$ cat config.mk
export PLATFORM = sky130hd
export DESIGN_NAME = piso_shift_register
export DESIGN_NICKNAME = d
export VERILOG_FILES = /design/src/rtl/cpu_pkg.sv /design/src/rtl/bit_counter.sv /design/src/rtl/piso_shift_register.sv
export SDC_FILE = /design/constraint.sdc
export NUM_CORES = 1
export LEC_CHECK = 0
export ABC_AREA = 1
export CAP_MARGIN = 20
export CORE_AREA = 2 2 44 46
export CTS_CLUSTER_SIZE = 28
export DETAILED_ROUTE_END_ITERATION = 6
export DIE_AREA = 0 0 46 48
export PLACE_DENSITY = 0.72
export SKIP_CTS_REPAIR_TIMING = 1
export SLEW_MARGIN = 20
export SYNTH_ARGS = -nofsm -noshare
export SYNTH_HDL_FRONTEND = slang
export SYNTH_SLANG_ARGS = --single-unit
$ cat constraint.sdc
create_clock -name clk -period 1.2 [get_ports clk]
set_input_delay 0.24 -clock clk [delete_from_list [all_inputs] [get_ports clk]]
set_output_delay 0.24 -clock clk [all_outputs]
set_load 0.05 [all_outputs]
$ cat src/rtl/cpu_pkg.sv
`default_nettype none
// ============================================================================
// Module   : cpu_pkg
// Brief    : Shared state encodings and datapath width for the CPU slice.
// Revision : 1.0
// ============================================================================
package cpu_pkg;

    localparam int DEFAULT_WIDTH = 8;

    localparam logic [1:0] S_IDLE  = 2'd0;
    localparam logic [1:0] S_SHIFT = 2'd1;
    localparam logic [1:0] S_DONE  = 2'd2;

endpackage : cpu_pkg
`default_nettype wire

$ cat src/rtl/bit_counter.sv
`default_nettype none
// ============================================================================
// Module   : bit_counter
// Brief    : Up-counter with enable, synchronous clear and terminal-count flag.
// Revision : 1.0
// ============================================================================
module bit_counter #(
    parameter int WIDTH = 8
) (
    input  logic clk,
    input  logic rst,
    input  logic clr,
    input  logic en,
    output logic tc
);

    localparam int c_CNT_W = (WIDTH > 1) ? $clog2(WIDTH) : 1;

    logic [c_CNT_W-1:0] r_count;

    // Saturates at WIDTH-1 so the count can never wrap.
    always_ff @(posedge clk or negedge rst) begin
        if (!rst) begin
            r_count <= '0;
        end else if (clr) begin
            r_count <= '0;
        end else if (en && !tc) begin
            r_count <= r_count + 1'b1;
        end
    end

    assign tc = (r_count == c_CNT_W'(WIDTH - 1));

endmodule : bit_counter
`default_nettype wire

$ cat src/rtl/piso_shift_register.sv
`default_nettype none
// ============================================================================
// Module   : piso_shift_register
// Brief    : Parallel-in serial-out register; loads a word and emits one bit
//            per enabled clock, pulsing done after the last bit.
// Revision : 1.0
// ============================================================================
module piso_shift_register
    import cpu_pkg::*;
#(
    parameter int WIDTH     = DEFAULT_WIDTH,
    parameter bit MSB_FIRST = 1'b1
) (
    input  logic             clk,
    input  logic             rst,
    input  logic             load,
    input  logic [WIDTH-1:0] d_in,
    input  logic             shift_en,
    output logic             ready,
    output logic             busy,
    output logic             d_out,
    output logic             bit_valid,
    output logic             done
);

    logic [1:0]       r_state;
    logic [1:0]       w_next_state;
    logic [WIDTH-1:0] r_sreg;
    logic [WIDTH-1:0] w_shifted;
    logic             w_head;
    logic             w_tc;
    logic             w_load_accept;
    logic             w_advance;

    assign w_load_accept = (r_state == S_IDLE) && load;
    assign w_advance     = (r_state == S_SHIFT) && shift_en && !w_tc;

    // Head bit and shift direction depend on transmit order.
    generate
        if (MSB_FIRST) begin : g_msb_first
            assign w_head    = r_sreg[WIDTH-1];
            assign w_shifted = {r_sreg[WIDTH-2:0], 1'b0};
        end else begin : g_lsb_first
            assign w_head    = r_sreg[0];
            assign w_shifted = {1'b0, r_sreg[WIDTH-1:1]};
        end
    endgenerate

    always_ff @(posedge clk or negedge rst) begin
        if (!rst) begin
            r_sreg <= '0;
        end else if (w_load_accept) begin
            r_sreg <= d_in;
        end else if (w_advance) begin
            r_sreg <= w_shifted;
        end
    end

    bit_counter #(
        .WIDTH (WIDTH)
    ) u_bit_counter (
        .clk (clk),
        .rst (rst),
        .clr (w_load_accept),
        .en  (w_advance),
        .tc  (w_tc)
    );

    always_ff @(posedge clk or negedge rst) begin
        if (!rst) begin
            r_state <= S_IDLE;
        end else begin
            r_state <= w_next_state;
        end
    end

    always_comb begin
        w_next_state = r_state;
        case (r_state)
            S_IDLE:  if (load) w_next_state = S_SHIFT;
            S_SHIFT: if (shift_en && w_tc) w_next_state = S_DONE;
            S_DONE:  w_next_state = S_IDLE;
            default: w_next_state = S_IDLE;
        endcase
    end

    // Outputs decode state and stored data only; no input reaches them.
    always_comb begin
        ready     = 1'b0;
        busy      = 1'b0;
        bit_valid = 1'b0;
        done      = 1'b0;
        d_out     = 1'b0;
        case (r_state)
            S_IDLE: ready = 1'b1;
            S_SHIFT: begin
                busy      = 1'b1;
                bit_valid = 1'b1;
                d_out     = w_head;
            end
            S_DONE:  done = 1'b1;
            default: ready = 1'b0;
        endcase
    end

endmodule : piso_shift_register
`default_nettype wire

==> impl_metrics.json, run 1 <==
{
  "layout_common_cells": "20 x nand3_2, 12 x nand2_1, 12 x dfrtp_1",
  "outcome": "complete, but fails checks",
  "syn_area_per_cell_um2": 8.52,
  "hp-class": "in -> async",
  "die_h_um": 48,
  "synthCells": 78,
  "fin_skew_ns": 0.00133,
  "setup_viol": 17,
  "fillers": 119,
  "drc": 0,
  "die_x_um": 46,
  "fmax_mhz": 672,
  "core_area_um2": 1690,
  "timing.final.ws_setup_ns": -0.288,
  "postRouteAntennaNets": 0,
  "io_pins": 17,
  "grt_pass1_wl_um": 2480,
  "grt.total_usage_pct": 16.1,
  "finalWeightedCongestion": 0.778,
  "port_buffers": 16,
  "end_kind": "output port",
  "drt_wl_total_um": 1790,
  "cts_tree": "yes",
  "clk_pin_slew_ns": 0.08,
  "violations": "negative setup slack",
  "vias_per_cell": 5.18,
  "drv_slew": 0,
  "wl_met1_um": 751,
  "p_leak_nw": 0.582,
  "dr_total_vias": 663,
  "utilization_pct": 71.0,
  "seq_area_frac_synth_pct": 49.0,
  "power.density_nw_per_um2": 2300,
  "peakVddDrop_mv": 1.09,
  "antenna_cells": 0,
  "cap_violations": 0,
  "clock-sinks": 13,
  "ys_types": 16,
  "rows": 15,
  "p_total_mw": 2.76,
  "regArea_um2": 327,
  "tns_ns": -2.68,
  "numCtsBuffers": 3,
  "min_period_ns": 1.49,
  "drive_above_1_share_pct": 54.1,
  "wl_met3_um": 58,
  "antenna_found_initial": 0,
  "syn_nets": 92,
  "worst_pin_slew_ns": 0.239,
  "grt_max_degree": 14,
  "clock-root-buffer": "clkbuf_4",
  "timing.critical_path.slowest_cell_delay_ns": 0.43,
  "hpwl_um": 1200,
  "drt_iter0_markers": 14,
  "yosysWarnings": 0,
  "grt_pass1_vias": 595,
  "hold_violations": 0,
  "wl_per_cell_um": 14.0,
  "clock_latency_ns": 0.27,
  "htree_levels": 1,
  "cp.required_ns": 0.96,
  "finalNetCount": 126,
  "top_layer": "met4",
  "dieArea_um2": 2210,
  "path_max_fanout": 3,
  "crit_slowest_cell": "dfrtp_1",
  "syn_to_final_growth_pct": 80.6,
  "grt_setup_unrepaired": "true",
  "place_inst": 118,
  "path_class": "reg -> out",
  "final_common_cell": "nand3_2",
  "multi_input_area_um2": 423,
  "maxSlewHeadroom_pct": 84.0,
  "start_util_pct": 39.3,
  "fin_cells": 128,
  "final_min_period_over_clock_period_pct": 124,
  "worstSetupStartpointType": "register",
  "overflow": 0,
  "syn-cell-area_um2": 664,
  "dr.pass1.iters": 4,
  "wl_met2_um": 962,
  "critPathArrivalTime_ns": 1.25,
  "hold_ws_ns": 0.274,
  "clock_path_buffers": 2,
  "worstRegToRegCells": 6,
  "path_cells": "inv_2 -> nor2_4 -> buf_6 -> buf_6 -> buf_12",
  "cpMostUsedCell": "buf_6",
  "ys_seq_elements": 13
}
[cells by family after synthesis]
| logic type | Yosys count | synth area share (%) |
|---|---|---|
| AO/OA/AOI/OAI | 1 | 0.753 |
| adder cells (fa/ha/maj) | 2 | 3.77 |
| buffers and inverters | 13 | 10.9 |
| flip-flops | 13 | 49.0 |
| AND/OR/NAND/NOR | 49 | 35.6 |
[cell usage after synthesis]
cell | instances | area [µm²]
nand3_1 | 27 | 135
dfrtp_1 | 13 | 325
nand2_1 | 13 | 48.8
inv_1 | 6 | 22.5
nor2_1 | 3 | 11.3
buf_4 | 2 | 15.0
buf_6 | 2 | 22.5
ha_1 | 2 | 25.0
inv_2 | 2 | 7.51
nand2_2 | 2 | 12.5
buf_2 | 1 | 5.00
nand4_1 | 1 | 6.26
nor2_2 | 1 | 6.26
nor2_4 | 1 | 11.3
nor3_1 | 1 | 5.00
o21ai_0 | 1 | 5.00
[power breakdown]
| part | internal [mW] | leakage [nW] | switching, mW |
|---|---|---|---|
| sequential | 0.621 | 0.164 | 0.150 |
| combinational | 0.869 | 0.404 | 0.856 |
| clock | 0.129 | 0.0150 | 0.140 |
| total | 1.62 | 0.582 | 1.15 |
[through the flow]
stage	setup WS, ns	instance area, µm²
after floorplan	-0.107	734
after global placement	-0.172	1020
after detailed placement	-0.219	1020
after CTS	-0.310	1050
after global routing	-0.339	1200
final	-0.288	1200
[metal layers]
layer / vias to the layer above / global-route usage [%]
met5: - / 0
met3: 2 / 2.26
met1: 322 / 17.9
li1: 322 / -
met4: 0 / 8.57
met2: 17 / 29.4
[state kept, by name (all words and copies together), names as in the netlist]
register and count:
r_sreg 8, u_bit_counter.r_count 3, r_state 2
[layout make-up]
cell class / instances / share of cell area [%]
clock buffers: 4 / 2.19
well taps: 17 / 1.77
multi-input cells: 53 / 35.2
repair buffers: 33 / 31.1
flip-flops and latches: 13 / 27.2
inverters: 8 / 2.50
[worst paths after layout]
kind	to	slack, ns	from
worst min register to register	r_sreg[7]	0.52	r_sreg[7]
worst max-delay path	bit_valid	-0.29	r_state[0]
worst min-delay path	r_state[0]	0.27	rst
worst max register to register	r_sreg[2]	-0.18	u_bit_counter.r_count[0]
min in group clk	r_sreg[7]	0.52	r_sreg[7]
max in group asynchronous	r_state[1]	0.75	rst
[critical path, delay by kind of cell (launching register included)]
family / cells / cell delay, ns
flops: 1 / 0.43
simple gates: 1 / 0.13
buf+inv: 4 / 0.42
No activity file was read; power rests on OpenSTA's default activity.
==> run 2: changes to the inputs <==
Settings changed: CORE_AREA 2 2 44 46 to 2 2 42 44, CTS_BUF_LIST from default to sky130_fd_sc_hd__clkbuf_4, DIE_AREA 0 0 46 48 to 0 0 44 46, PLACE_DENSITY 0.72 to 0.78.
==> impl_metrics.json, run 2 (synthesis gave the netlist of run 1 again) <==
{
  "antenna_cells": 0,
  "rows": 15,
  "reg_top3": "r_sreg x8, u_bit_counter.r_count x3, r_state x2",
  "die_h_um": 46,
  "p_leak_nw": 0.595,
  "violations": "negative setup slack",
  "outcome": "complete, but fails checks",
  "grt_max_degree": 14,
  "dr_total_vias": 696,
  "clk_pin_slew_ns": 0.09,
  "fmax_mhz": 653,
  "drt_iter0_markers": 17,
  "clock-root-buffer": "clkbuf_4",
  "top_register": "r_sreg",
  "antenna_found_initial": 0,
  "core_area_um2": 1610,
  "finalNetCount": 128,
  "hpwl_um": 1210,
  "layout_common_cells": "22 x nand3_2, 14 x buf_4, 13 x nand2_1",
  "final_common_cell": "nand3_2",
  "cap_violations": 0,
  "htree_levels": 1,
  "postRouteAntennaNets": 0,
  "worstSetupStartpointType": "register",
  "drive_above_1_share_pct": 57.5,
  "path_max_fanout": 3,
  "path_class": "reg -> out",
  "fillers": 104,
  "grt.total_usage_pct": 17.5,
  "final_min_period_over_clock_period_pct": 128,
  "fin_cells": 130,
  "p_total_mw": 2.90,
  "fin_skew_ns": 0.00780,
  "clock_path_buffers": 2,
  "dp_slack_ns": -0.226,
  "grt_pass1_vias": 604,
  "timing.final.ws_setup_ns": -0.333,
  "critPathArrivalTime_ns": 1.29,
  "largest_reg_flops": 8,
  "numCtsBuffers": 3,
  "die_x_um": 44,
  "cts_tree": "yes",
  "dr.pass1.iters": 4,
  "grt_setup_unrepaired": "true",
  "start_util_pct": 41.2,
  "end_kind": "output port",
  "place_inst": 117,
  "setup_viol": 16,
  "cp.required_ns": 0.96,
  "tns_ns": -2.87,
  "hp-class": "in -> async",
  "grt_pass1_wl_um": 2530,
  "syn_to_final_growth_pct": 84.2,
  "overflow": 0,
  "finalWeightedCongestion": 0.726,
  "min_period_ns": 1.53,
  "drt_wl_total_um": 2260,
  "wl_per_cell_um": 17.4,
  "worst_pin_slew_ns": 0.332,
  "power.density_nw_per_um2": 2370,
  "maxSlewHeadroom_pct": 77.8,
  "vias_per_cell": 5.35,
  "hold_violations": 0,
  "clock_latency_ns": 0.29,
  "io_pins": 17,
  "drc": 0,
  "clock-sinks": 13,
  "dieArea_um2": 2020,
  "peakVddDrop_mv": 1.16,
  "drv_slew": 0,
  "port_buffers": 16,
  "utilization_pct": 75.8
}
[run 2: cell count changes in the layout (fill, tap and decap cells not counted)]
cell	before	now
nand2_2	2	1
nor3_2	0	1
nand3_1	7	5
o21ai_1	0	1
nand2_1	12	13
o21ai_0	1	0
clkbuf_4	3	4
buf_4	10	14
buf_6	6	4
nor3_1	1	0
clkbuf_1	1	0
nand3_2	20	22
[run 2: critical path, cell delays in order (launching register included)]
cell	delay (ns)
dfrtp_1	0.45
inv_2	0.06
nor2_4	0.15
inv_2	0.07
nor2_4	0.12
buf_12	0.14
[run 2: cell type report]
class | instances | area [µm²] | area share, %
multi-input combinational | 53 | 435 | 35.6
timing repair buffer | 35 | 380 | 31.1
sequential | 13 | 327 | 26.7
clock buffer | 4 | 30.0 | 2.45
inverter | 8 | 30.0 | 2.45
tap | 17 | 21.3 | 1.74
[run 2: metrics by stage]
step,hold WS [ns],cell area (µm²)
final,0.248,1220
after CTS,0.262,1050
after floorplan,-0.0556,734
after global routing,0.273,1220
after detailed placement,0.510,1020
after global placement,0.493,1020
[run 2: final timing paths]
kind	startpoint	endpoint	slack [ns]	cells after the start
setup / recovery	r_state[0]	d_out	-0.33	5
hold / removal	rst	r_state[0]	0.25	2
setup reg to reg	u_bit_counter.r_count[0]	r_sreg[2]	-0.18	6
hold reg to reg	r_sreg[4]	r_sreg[4]	0.54	2
max in group asynchronous	rst	r_state[1]	0.78	2
min in group clk	d_in[0]	r_sreg[0]	0.51	3
[run 2: report_power, final]
| group | total, mW | switching, mW | leakage [nW] | internal [mW] |
|---|---|---|---|---|
| clock network | 0.313 | 0.161 | 0.0184 | 0.152 |
| logic | 1.80 | 0.914 | 0.413 | 0.882 |
| registers | 0.787 | 0.166 | 0.164 | 0.621 |
[run 2: metal layers]
layer	share of wire [%]	track usage [%]	vias up	routed length [µm]
li1	-	-	329	-
met1	39	22.1	344	889
met2	55	27.9	19	1250
met3	3.9	2.38	4	89
met4	1.2	11.5	0	27
met5	0	0	-	0
==> run 3: changes to the inputs <==
Settings changed: PLACE_DENSITY 0.78 to 0.75.
Clock period 1.2 ns to 1.5 ns, I/O delays scaled along.
==> impl_metrics.json, run 3 (synthesis gave the netlist of run 1 again) <==
{
  "outcome": "complete, no violations",
  "worst_pin_slew_ns": 0.271,
  "clk_pin_slew_ns": 0.08,
  "final_cell_area_um2": 951,
  "power.density_nw_per_um2": 1880,
  "utilization_pct": 58.9,
  "grt_pass1_wl_um": 2260,
  "drv_slew": 0,
  "port_buffers": 16,
  "vias_per_cell": 4.97,
  "finalNetCount": 115,
  "layout_common_cells": "27 x nand3_1, 14 x nand2_1, 13 x dfrtp_1",
  "overflow": 0,
  "timing.final.ws_setup_ns": 0.0482,
  "drive_above_1_share_pct": 24.0,
  "clock-root-buffer": "clkbuf_4",
  "fmax_mhz": 689,
  "io_pins": 17,
  "core_area_um2": 1610,
  "antenna_cells": 0,
  "critical_path_buf_inv_count": 2,
  "final_common_cell": "nand3_1",
  "min_period_ns": 1.45,
  "end_kind": "output port",
  "dieArea_um2": 2020,
  "htree_levels": 1,
  "p_clk_share_pct": 12.6,
  "setup_viol": 0,
  "path_cells": "buf_4 -> nor2_2 -> buf_12",
  "drt_iter0_markers": 6,
  "numCtsBuffers": 3,
  "timing.critical_path.slowest_cell_delay_ns": 0.41,
  "hpwl_um": 925,
  "cp.required_ns": 1.20,
  "die_x_um": 44,
  "peakVddDrop_mv": 0.896,
  "largest_reg_flops": 8,
  "dr.pass1.iters": 4,
  "worstSetupStartpointType": "register",
  "die_h_um": 46,
  "fin_skew_ns": 0.000450,
  "grt_pass1_vias": 543,
  "clock_latency_ns": 0.26,
  "drc": 0,
  "p_leak_nw": 0.469,
  "p_sw_uw": 728,
  "rows": 15,
  "hold_ws_ns": 0.340,
  "drt_wl_total_um": 1340,
  "crit_slowest_cell": "dfrtp_1",
  "maxSlewHeadroom_pct": 81.9,
  "critPathArrivalTime_ns": 1.15,
  "grt.total_usage_pct": 14.9,
  "p_total_mw": 1.79,
  "clock_path_buffers": 2,
  "grt_setup_unrepaired": "true",
  "clock-sinks": 13,
  "start_util_pct": 41.2,
  "hold_violations": 0,
  "dp_slack_ns": 0.0432,
  "final_min_period_over_clock_period_pct": 96.8,
  "dr_total_vias": 581,
  "path_class": "reg -> out",
  "postRouteAntennaNets": 0,
  "reg_top3": "r_sreg x8, u_bit_counter.r_count x3, r_state x2",
  "sw_frac_of_total_pct": 40.7,
  "cap_violations": 0,
  "cts_tree": "yes",
  "top_register": "r_sreg",
  "finalWeightedCongestion": 0.730,
  "placed_area_um2": 886,
  "pwr-share-comb_pct": 55.0,
  "crit_family": "flip-flops",
  "seqPwrFrac_pct": 32.4,
  "wl_per_cell_um": 11.5,
  "syn_to_final_growth_pct": 43.1,
  "intPower_mw": 1.06,
  "hp-class": "in -> async",
  "path_max_fanout": 3,
  "antenna_found_initial": 0,
  "grt_max_degree": 15
}
[run 3: cell types whose count changed in the layout (fill, tap and decap cells not counted), sizes merged]
cell  delta
buf     -13
[run 3: metal layers]
metal	global-route usage [%]	up-vias	wire length, µm
met4	5.45	0	12
met2	26.2	16	663
met1	18.4	264	606
met5	0	-	0
met3	2.38	2	60
li1	-	299	-
[run 3: layout make-up]
cell class | instances | area, µm²
fillers | 152 | 663
flip-flops and latches | 13 | 325
multi-input cells | 53 | 285
repair buffers | 22 | 259
clock buffers | 4 | 30.0
inverters | 8 | 30.0
well taps | 17 | 21.3
[run 3: path summary, 6_finish.rpt]
kind,startpoint,cells past startpoint,slack (ns),endpoint
setup / recovery,r_state[0],3,0.05,ready
hold / removal,rst,2,0.34,r_state[0]
setup reg to reg,u_bit_counter.r_count[0],6,0.06,r_sreg[5]
hold reg to reg,r_sreg[0],2,0.51,r_sreg[0]
max in group asynchronous,rst,2,1.00,r_sreg[5]
min in group clk,r_sreg[0],2,0.51,r_sreg[0]
[run 3: per-stage QoR]
| stage | TNS, ns | instances |
|---|---|---|
| 2_1_floorplan | 0 | 78 |
| 3_3_place_gp | 0 | 110 |
| 3_5_place_dp | 0 | 110 |
| 4_1_cts | 0 | 114 |
| 5_1_grt | -0.0814 | 117 |
| 6_report | 0 | 117 |
[run 3: worst register-to-register path: cells and delay by family (launching register included)]
kind / cells / cell delay (ns)
simple gates: 4 / 0.49
flops: 1 / 0.41
fa+ha+maj: 2 / 0.43
[run 3: power groups by stage]
stage	clock network, mW	logic (mW)	registers, mW
after global routing	0.248	1.08	0.601
final	0.226	0.986	0.580
after global placement	0	0.897	0.582
after floorplan	0	0.606	0.569
after detailed placement	0	0.923	0.588
after CTS	0.235	0.928	0.581
